`src/rtl/dcpu16_arb.sv`:
```
// dcpu16_arb: merges the core's fetch/save bus (FBUS, f_*) and operand bus
// (ABUS, g_*) onto one single-port memory bus (x_*). Round-robin grant,
// registered one-cycle acks, and a watchdog that aborts a hung memory cycle
// so the core pipeline can never deadlock.
//
// state | meaning
// ------+-----------------------------------------------------------
// IDLE  | no transfer outstanding, arbitrating between f and g
// GF    | FBUS granted, x_stb high, waiting for x_ack or watchdog
// GG    | ABUS granted, x_stb high, waiting for x_ack or watchdog
module dcpu16_arb #(
  parameter int AW  = 16,
  parameter int DW  = 16,
  parameter int TMO = 255
) (
  input  logic          clk,
  input  logic          rst,
  input  logic [AW-1:0] f_adr,
  input  logic          f_stb,
  input  logic          f_wre,
  input  logic [DW-1:0] f_dto,
  output logic [DW-1:0] f_dti,
  output logic          f_ack,
  input  logic [AW-1:0] g_adr,
  input  logic          g_stb,
  input  logic          g_wre,
  input  logic [DW-1:0] g_dto,
  output logic [DW-1:0] g_dti,
  output logic          g_ack,
  output logic [AW-1:0] x_adr,
  output logic          x_stb,
  output logic          x_wre,
  output logic [DW-1:0] x_dto,
  input  logic [DW-1:0] x_dti,
  input  logic          x_ack,
  output logic          err
);

  // Watchdog counter wide enough to hold TMO; one bit when disabled.
  localparam int WW = (TMO > 0) ? $clog2(TMO + 1) : 1;
  localparam logic [WW-1:0] WD_LAST = WW'(TMO - 1);
  localparam logic [WW-1:0] WD_MAX  = WW'(TMO);

  typedef enum logic [1:0] {IDLE, GF, GG} state_t;

  state_t        state_q, state_d;
  logic          last_q, last_d;   // 1: ABUS was granted last
  logic [WW-1:0] wdog_q, wdog_d;
  logic [AW-1:0] x_adr_q, x_adr_d;
  logic          x_stb_q, x_stb_d;
  logic          x_wre_q, x_wre_d;
  logic [DW-1:0] x_dto_q, x_dto_d;
  logic [DW-1:0] f_dti_q, f_dti_d;
  logic [DW-1:0] g_dti_q, g_dti_d;
  logic          f_ack_q, f_ack_d;
  logic          g_ack_q, g_ack_d;
  logic          err_q, err_d;

  logic f_elig, g_elig, pick_g, abort;

  // Next-state, grant decision and completion/abort handling.
  always_comb begin
    state_d = state_q;
    last_d  = last_q;
    wdog_d  = wdog_q;
    x_adr_d = x_adr_q;
    x_stb_d = x_stb_q;
    x_wre_d = x_wre_q;
    x_dto_d = x_dto_q;
    f_dti_d = f_dti_q;
    g_dti_d = g_dti_q;
    f_ack_d = 1'b0;
    g_ack_d = 1'b0;
    err_d   = 1'b0;
    // A strobe still high in the cycle its ack is visible is the old request.
    f_elig  = f_stb & ~f_ack_q;
    g_elig  = g_stb & ~g_ack_q;
    pick_g  = g_elig & (~f_elig | ~last_q);
    abort   = (TMO != 0) && (wdog_q == WD_LAST);

    case (state_q)
      IDLE: begin
        if (f_elig | g_elig) begin
          x_stb_d = 1'b1;
          wdog_d  = '0;
          if (pick_g) begin
            state_d = GG;
            last_d  = 1'b1;
            x_adr_d = g_adr;
            x_wre_d = g_wre;
            x_dto_d = g_dto;
          end else begin
            state_d = GF;
            last_d  = 1'b0;
            x_adr_d = f_adr;
            x_wre_d = f_wre;
            x_dto_d = f_dto;
          end
        end
      end
      GF, GG: begin
        if (x_ack) begin
          x_stb_d = 1'b0;
          state_d = IDLE;
          if (state_q == GF) begin
            f_dti_d = x_dti;
            f_ack_d = 1'b1;
          end else begin
            g_dti_d = x_dti;
            g_ack_d = 1'b1;
          end
        end else if (abort) begin
          x_stb_d = 1'b0;
          state_d = IDLE;
          err_d   = 1'b1;
          if (state_q == GF) begin
            f_dti_d = '1;
            f_ack_d = 1'b1;
          end else begin
            g_dti_d = '1;
            g_ack_d = 1'b1;
          end
        end else if (wdog_q != WD_MAX) begin
          wdog_d = wdog_q + WW'(1);
        end
      end
      default: state_d = IDLE;
    endcase
  end

  // State and output registers with synchronous reset.
  always_ff @(posedge clk) begin
    if (rst) begin
      state_q <= IDLE;
      last_q  <= 1'b1;
      wdog_q  <= '0;
      x_adr_q <= '0;
      x_stb_q <= 1'b0;
      x_wre_q <= 1'b0;
      x_dto_q <= '0;
      f_dti_q <= '0;
      g_dti_q <= '0;
      f_ack_q <= 1'b0;
      g_ack_q <= 1'b0;
      err_q   <= 1'b0;
    end else begin
      state_q <= state_d;
      last_q  <= last_d;
      wdog_q  <= wdog_d;
      x_adr_q <= x_adr_d;
      x_stb_q <= x_stb_d;
      x_wre_q <= x_wre_d;
      x_dto_q <= x_dto_d;
      f_dti_q <= f_dti_d;
      g_dti_q <= g_dti_d;
      f_ack_q <= f_ack_d;
      g_ack_q <= g_ack_d;
      err_q   <= err_d;
    end
  end

  assign x_adr = x_adr_q;
  assign x_stb = x_stb_q;
  assign x_wre = x_wre_q;
  assign x_dto = x_dto_q;
  assign f_dti = f_dti_q;
  assign g_dti = g_dti_q;
  assign f_ack = f_ack_q;
  assign g_ack = g_ack_q;
  assign err   = err_q;

endmodule

```
`config.mk`:
```
export PLATFORM = sky130hd
export DESIGN_NAME = dcpu16_arb
export DESIGN_NICKNAME = d
export VERILOG_FILES = /design/src/rtl/dcpu16_arb.sv
export SDC_FILE = /design/constraint.sdc
export NUM_CORES = 1
export LEC_CHECK = 0
export BUFFER_PORTS_ARGS = -buffer_cell sky130_fd_sc_hd__buf_4
export CORE_ASPECT_RATIO = 1.1
export CORE_UTILIZATION = 41
export DETAILED_ROUTE_END_ITERATION = 10
export GPL_ROUTABILITY_DRIVEN = 0
export GPL_TIMING_DRIVEN = 0
export PLACE_DENSITY = 0.72
export SLEW_MARGIN = 20
export SYNTH_ARGS = -nofsm -noshare
export SYNTH_HDL_FRONTEND = slang
export SYNTH_SLANG_ARGS = --single-unit
```
`constraint.sdc`:
```
create_clock -name clk -period 1.65 [get_ports clk]
set_input_delay 0.33 -clock clk [delete_from_list [all_inputs] [get_ports clk]]
set_output_delay 0.33 -clock clk [all_outputs]
set_load 0.005 [all_outputs]
```
# After elaboration in Yosys (flattened, before gate mapping)
# Index checks and enable logic that the tools add are counted.
[classes]
add_sub_neg = 1
eq_ne = 9
mux = 33
bitwise = 11
n_reduce_logical = 12
[ops]
columns = ["operator", "n"]
rows = [
  ["$mux W16", 10],
  ["$mux W8", 4],
  ["$pmux W8 S2", 1],
  ["$mux W1", 12],
  ["$reduce_and A3 Y1", 3],
  ["$add A8 B1 Y8 const B", 1],
  ["$eq A8 B8 Y1 const B", 1],
  ["$mux W2", 4],
  ["$ne A2 B2 Y1 const B", 4],
  ["$ne A8 B8 Y1 const B", 1],
  ["$not A1 Y1", 6],
  ["$reduce_and A5 Y1", 1],
  ["$pmux W2 S2", 1],
  ["$reduce_and A2 Y1", 2],
  ["$reduce_bool A2 Y1", 2],
  ["$reduce_or A2 Y1", 2],
  ["$and A1 B1 Y1", 3],
  ["$ne A3 B3 Y1 const B", 1],
  ["$reduce_or A3 Y1", 1],
  ["$eq A2 B1 Y1 const B", 1],
  ["$eq A2 B2 Y1 const B", 1],
  ["$logic_not A2 Y1", 1],
  ["$or A1 B1 Y1", 2],
  ["$pmux W1 S2", 1],
]
[word_totals]
regBits = 80
out_inout_bits = 69
word_cells = 78

# Logic depth before layout (Yosys ltp)
# Gate-level depths: netlist (run 1).
[logic_depth]
depth_word = 8
depth_mapped = 8
ltp_nobuf = 6

# Worst setup path before layout (run 1)
# No wires, ideal clock.
[synth_timing]
path_kind = "reg-to-reg"
startpoint = "register state_q[0]"
endpoint = "register wdog_q[4]"
setup_time_ps = 117
arrival_time_ps = 1622
required_time_ps = 1533
path_slack_ps = -89
path_stages_with_launch = 8
path_buffers = 1
synth_period_minus_slack_ps = 1739
path_cell_list = "dfxtp_1 inv_1 ha_1 buf_2 nor2_1 a311oi_2 nand3_1 a32o_2"
[synth_between]
elab_chain_cells = 4
word_cells_on_any_way = 11
cone_classes = "eq/ne (6); mux (1); reduce/logical (4)"
[synth_lines]
columns = ["item", "line", "text"]
rows = [
  ["start: declaration", "46", "state_t state_q, state_d;"],
  ["start signal: assignment", "147", "state_q <= state_d;"],
  ["$eq A2 B1 Y1 / $eq A2 B2 Y1 (equally long branches)", "81", "case (state_q)"],
  ["$reduce_or A2 Y1", "81", ""],
  ["$ne A2 B2 Y1 (no source line) / $reduce_bool A2 Y1 (equally long branches)", "--", ""],
  ["$reduce_and A5 Y1 (no source line)", "--", ""],
  ["end signal: assignment", "149", "wdog_q <= wdog_d;"],
  ["end: declaration", "48", "logic [WW-1:0] wdog_q, wdog_d;"],
]
# Parallel ways exist; a longest one is shown, timed or not.
# A chain may end at the register's enable or synchronous reset.

# Worst setup path in the final report (run 1)
[layout_timing]
startpoint = "register state_q[0]"
endpoint = "register wdog_q[3]"
# The elaborated chain is that of the path after synthesis.

==> results of run 1 <==
==> per-layer routing <==
metal | track usage | wire, µm | vias to the layer above
li1 | - | - | 1553
met1 | 0.2819 | 3884 | 1574
met2 | 0.4001 | 4929 | 176
met3 | 0.06031 | 877 | 16
met4 | 0.09444 | 188 | 0
met5 | 0 | 0 | -
==> metrics by stage <==
| step | instance area (µm²) | std cells |
|---|---|---|
| 2_1_floorplan | 3237 | 299 |
| 3_3_place_gp | 4532 | 559 |
| 3_5_place_dp | 4532 | 559 |
| 4_1_cts | 4933 | 581 |
| 5_1_grt | 5060 | 589 |
| 6_report | 5060 | 589 |
==> cell type report <==
class	instances	area, µm²	area share
well taps	105	131.4	0.02596
clock inverters	6	180.2	0.03561
clock buffers	9	123.9	0.02448
repair buffers	172	1295	0.2559
inverters	7	26.28	0.005193
multi-input cells	186	1510	0.2985
flip-flops and latches	80	1608	0.3178
plain buffers	24	185.2	0.03660
==> cell usage after synthesis, drive strengths merged <==
cell,count,area (µm²)
o211a,2,20.02
nor2,38,142.6
o31ai,2,15.01
nor2b,1,6.260
nand4,2,12.51
nor3b,2,26.28
a21oi,8,51.30
clkinv,1,3.750
a211oi,2,27.53
inv,6,22.52
a32o,3,31.28
nor3,6,41.29
ha,4,50.05
dfxtp,80,1602
a31o,1,8.760
buf,15,108.9
a311o,1,10.01
a31oi,2,12.51
o311a,1,10.01
nand2,9,33.78
nand2b,6,37.54
and3,5,35.03
and2,2,13.77
o21a,2,15.01
o22ai,1,6.260
nand3,8,40.04
nor4,2,12.51
clkbuf,11,41.29
and4,1,8.760
a311oi,1,15.01
nand3b,1,7.510
o221a,30,337.8
a21o,2,16.27
a211o,1,8.760
o21ai,7,35.03
a222oi,33,330.3
==> worst max path at each step <==
stage / end / cells past startpoint / startpoint / slack, ns
floorplan: g_dti[10] / 7 / wdog_q[0] / 0.007
global route: wdog_q[3] / 7 / state_q[0] / -0.06
global placement: g_dti[12] / 7 / wdog_q[0] / -0.15
detailed placement: g_dti[10] / 7 / wdog_q[0] / -0.20
CTS: g_dti[10] / 7 / state_q[1] / 0.002
finish: wdog_q[3] / 7 / state_q[0] / -0.01
==> state kept, by name (all words and copies together), names as in the netlist, 2 cells and up <==
register	count
g_dti	16
x_adr	16
f_dti	16
state_q	2
wdog_q	8
x_dto	16
==> where the power goes <==
| group | switching [W] | total (W) | internal, W |
|---|---|---|---|
| Clock | 0.000681 | 0.00214 | 0.00146 |
| Combinational | 0.000641 | 0.00145 | 0.000813 |
| Sequential | 0.000115 | 0.00223 | 0.00212 |
==> kinds of logic (layout without fill, tap and decap cells) <==
logic type	Yosys count	count (layout)	share of synthesized area
flops	80	80	0.5010
compound gates	99	99	0.2975
buf+inv	33	218	0.05518
simple gates	83	83	0.1307
fa+ha+maj	4	4	0.01566
==> worst max-delay path: stages (launching register included) <==
cell and delay (ns):
dfxtp_2 0.35, inv_2 0.05, ha_4 0.25, and2_4 0.16, a311oi_4 0.27, buf_6 0.16, nand3_1 0.06, a32o_1 0.25
==> repair_timing <==
item / in CTS / in global routing
endpoints found under the hold margin: 0 / 0
resized for setup: 17 / 26
pin swaps: 11 / 11
buffers inserted: 8 / 9
setup endpoints to repair: 68 / 68
==> impl_metrics.tcl, run 1 <==
set metrics [dict create \
    clk_latency_ns 0.34 \
    reg2reg_to "wdog_q[3]" \
    htreeDepth 3 \
    power_density_nw_per_um2 1151 \
    antenna_cells 0 \
    die_x_um 86.19 \
    cts_hold_buf 0 \
    initial_core_util 0.4254 \
    synth_fp_nets 390 \
    max_cap_violations 0 \
    core-area_um2 7515 \
    cp_max_fo 7 \
    cp-end-kind "register" \
    timing.final.ws_setup_ns -0.01427 \
    fin_worst_skew_ns 0.009599 \
    crit_arrival_ns 1.89 \
    min_path_type "input pin to register" \
    final_cell_mix "buf_4 (173), dfxtp_1 (75), nor2_1 (37)" \
    startpoint_type "register" \
    violations "negative setup slack" \
    hpwl_mm 7.024 \
    whs_endpoint "x_dto[13]" \
    final_util 0.6733 \
    netlist_area_um2 3197 \
    final_common_cell "buf_4" \
    layout.nets 571 \
    num_vias 3319 \
    setup-tns-final_ns -0.02976 \
    fin_crit_sh 1.009 \
    worst_slew_pin_slew_ns 0.5383 \
    p_leak_nw 2.231 \
    design.die.area_um2 8154 \
    path_class "register to register" \
    avgViaCountPerCell 5.635 \
    ir_drop_mv 0.7046 \
    synth.distinct_cells 48 \
    cts_root_buffer "clkbuf_8" \
    grt_pass1_vias 3177 \
    grt_use_total 0.2349 \
    cts_made_buffers 9 \
    row_count 33 \
    ys_ff_latch 80 \
    min_period_ns 1.664 \
    hold_path.startpoint "g_dto[13]" \
    syn2layout_area_growth_pct 58.28 \
    pin_count 156 \
    max_freq_ghz 0.6009 \
    cts.sinks 80 \
    rsz0062_at_grt "true" \
    rr_worst_depth 7 \
    syn_avg_cell_area_um2 10.69 \
    drive_above_1_share 0.5000 \
    antenna_found_initial 0 \
    clockBufferDepth 2 \
    cp.required_ns 1.88 \
    synthesis.instances 299 \
    final-max-slew-violation-count 0 \
    drt_wl_total_mm 9.879 \
    cts_tree "yes" \
    clkTransAtPathRegs_ns 0.08 \
    r2r_start "state_q[0]" \
    dieHeight_um 94.61 \
    fillers 627 \
    finalSetupViolations 3 \
    grt_pass1_wl_mm 15.07 \
    place_ws_ns -0.1970 \
    hold_slack_ns 0.2459 \
    port_buffers 155 \
    slew_headroom 0.6411 \
    hold_viol_final 0 \
    grt_overflow_total 0 \
    fin_total_pwr_w 0.005824 \
    grt_max_degree 14 \
    routedWlPerCell_um 16.77 \
    yosysWarnings 0 \
    first_pass_iters 8 \
    drtIter0Drc 264 \
    rrSetupSlack_ns -0.01 \
    drc 0 \
    ys_seq_area_frac 0.5010 \
    status "complete, but fails checks" \
    postRouteAntennaNets 0 \
    whs_path_depth 3 \
]
Note: power is estimated with default switching activity, not from simulation.
==> run 2: changes to the inputs <==
--- a/config.mk
+++ b/config.mk
@@ -8,4 +8,5 @@
 export BUFFER_PORTS_ARGS = -buffer_cell sky130_fd_sc_hd__buf_4
 export CORE_ASPECT_RATIO = 1.1
+export CORE_MARGIN = 2
 export CORE_UTILIZATION = 41
 export DETAILED_ROUTE_END_ITERATION = 10
==> constraint.sdc (replaced) <==
create_clock -name clk -period 1.65 [get_ports clk]
set_input_delay 0.0825 -clock clk [delete_from_list [all_inputs] [get_ports clk]]
set_output_delay 0.0825 -clock clk [all_outputs]
set_load 0.005 [all_outputs]
==> impl_metrics.tcl, run 2 (synthesized netlist as in run 1, its figures left out) <==
set metrics [dict create \
    status "complete, but fails checks" \
    violations "negative setup slack" \
    startpoint_type "register" \
    path_class "register to register" \
    port_buffers 155 \
    hpwl_mm 7.259 \
    ir_drop_mv 0.5717 \
    hold_viol_final 0 \
    cts.sinks 80 \
    whs_endpoint "x_wre" \
    rrSetupSlack_ns -0.03 \
    slew_headroom 0.6214 \
    die_x_um 88.19 \
    routedWlPerCell_um 17.48 \
    pin_count 156 \
    finalSetupViolations 2 \
    crit_arrival_ns 1.90 \
    r2r_start "g_ack" \
    final_cell_mix "buf_4 (175), dfxtp_1 (75), dlygate4sd3_1 (73)" \
    grt_use_total 0.2682 \
    htreeDepth 3 \
    clockBufferDepth 2 \
    cp-end-kind "register" \
    avgViaCountPerCell 5.532 \
    syn2layout_area_growth_pct 79.53 \
    layout.nets 647 \
    placed_cells 559 \
    dieHeight_um 96.61 \
    cp.required_ns 1.87 \
    clkTransAtPathRegs_ns 0.08 \
    drtIter0Drc 307 \
    initial_core_util 0.4254 \
    fin_crit_sh 1.017 \
    hold_path.startpoint "f_wre" \
    final_cells 666 \
    antenna_found_initial 0 \
    final-max-slew-violation-count 0 \
    setup-tns-final_ns -0.03579 \
    drive_above_1_share 0.4439 \
    design.die.area_um2 8520 \
    grt_pass1_wl_mm 18.34 \
    min_path_type "input pin to register" \
    worst_slew_pin_slew_ns 0.5678 \
    drc 0 \
    reg2reg_to "x_dto[12]" \
    cts_tree "yes" \
    min_period_ns 1.677 \
    grt_overflow_total 0 \
    first_pass_iters 5 \
    clk_latency_ns 0.36 \
    cts_made_buffers 9 \
    grt_pass1_vias 3725 \
    core-area_um2 7515 \
    max_cap_violations 0 \
    fin_worst_skew_ns 0.01106 \
    num_vias 3684 \
    fillers 512 \
    cts_root_buffer "clkbuf_8" \
    cp_max_fo 8 \
    power_density_nw_per_um2 941.3 \
    row_count 33 \
    timing.final.ws_setup_ns -0.02723 \
    rsz0062_at_grt "true" \
    final_common_cell "buf_4" \
    antenna_cells 0 \
    rr_worst_depth 6 \
    max_freq_ghz 0.5962 \
    whs_path_depth 3 \
    p_leak_nw 2.515 \
    postRouteAntennaNets 0 \
    grt_max_degree 15 \
    drt_wl_total_mm 11.64 \
]
run 2: changes by cell type in the layout (fill, tap and decap cells not counted), moves of 2 or more:
cell / change
dlygate4sd3_1: +73
bufinv_16: -5
buf_4: +2
buf_6: +2
clkbuf_8: +2
clkinv_4: +2
nand3_1: -2
nand3_2: +2
run 2: how the worst max path moves through the flow:
stage,start,to,slack (ns),depth (start not counted)
6_report,g_ack,x_dto[12],-0.03,6
3_5_place_dp,wdog_q[0],g_dti[11],-0.15,7
5_1_grt,g_ack,x_dto[12],-0.07,6
2_1_floorplan,wdog_q[0],g_dti[10],0.007,7
3_3_place_gp,state_q[0],g_dti[4],-0.14,6
4_1_cts,state_q[1],wdog_q[7],0.009,7
run 2: layer usage:
layer  vias up  track usage  part of all wire
met1      1756       0.3305              0.40
met4         0      0.09790             0.020
met3        21      0.05973             0.079
li1       1711            -                 -
met2       196       0.4511              0.50
met5         -            0                 0
run 2: area by class of cell:
type                       instances  area [µm²]  share of cell area
multi-input combinational        186        1518              0.2644
clock inverter                     5       63.81             0.01112
clock buffer                      11       151.4             0.02638
buffer                            24       188.9             0.03292
sequential                        80        1608              0.2801
inverter                           7       26.28            0.004578
timing repair buffer             248        2052              0.3575
tap                              105       131.4             0.02289
run 2: what timing repair did:
action | 4_1_cts | 5_1_grt
buffers inserted | 9 | 10
hold endpoints to repair | 55 | 0
endpoints found under the setup margin | 63 | 68
gates resized for setup | 19 | 29
hold buffers | 73 | 0
cloned | 0 | 1
pin swaps | 11 | 13
run 2: stage by stage:
stage,total power [W],hold slack (ns),utilization,area (µm²),setup slack [ns]
global route,0.005652,0.008539,0.7637,5739,-0.07437
finish,0.005402,0.006678,0.7637,5739,-0.02723
global placement,0.003536,0.3382,0.6031,4532,-0.1363
CTS,0.005297,0.0004594,0.7444,5594,0.008942
floorplan,0.002955,0.2511,-,3237,0.006714
detailed placement,0.003558,0.3471,0.6031,4532,-0.1527
run 2: where the power goes:
part           switching, W  internal [W]  total, W
logic              0.000703      0.000931   0.00163
clock network      0.000737      0.000792   0.00153
registers          0.000121       0.00212   0.00224
total               0.00156       0.00384   0.00540
run 2: worst max-delay path: stages (launching register included):
cell	delay (ns)
dfxtp_2	0.33
nand2b_4	0.13
buf_6	0.13
o211a_4	0.29
buf_6	0.14
a222oi_1	0.41
nor2_1	0.11
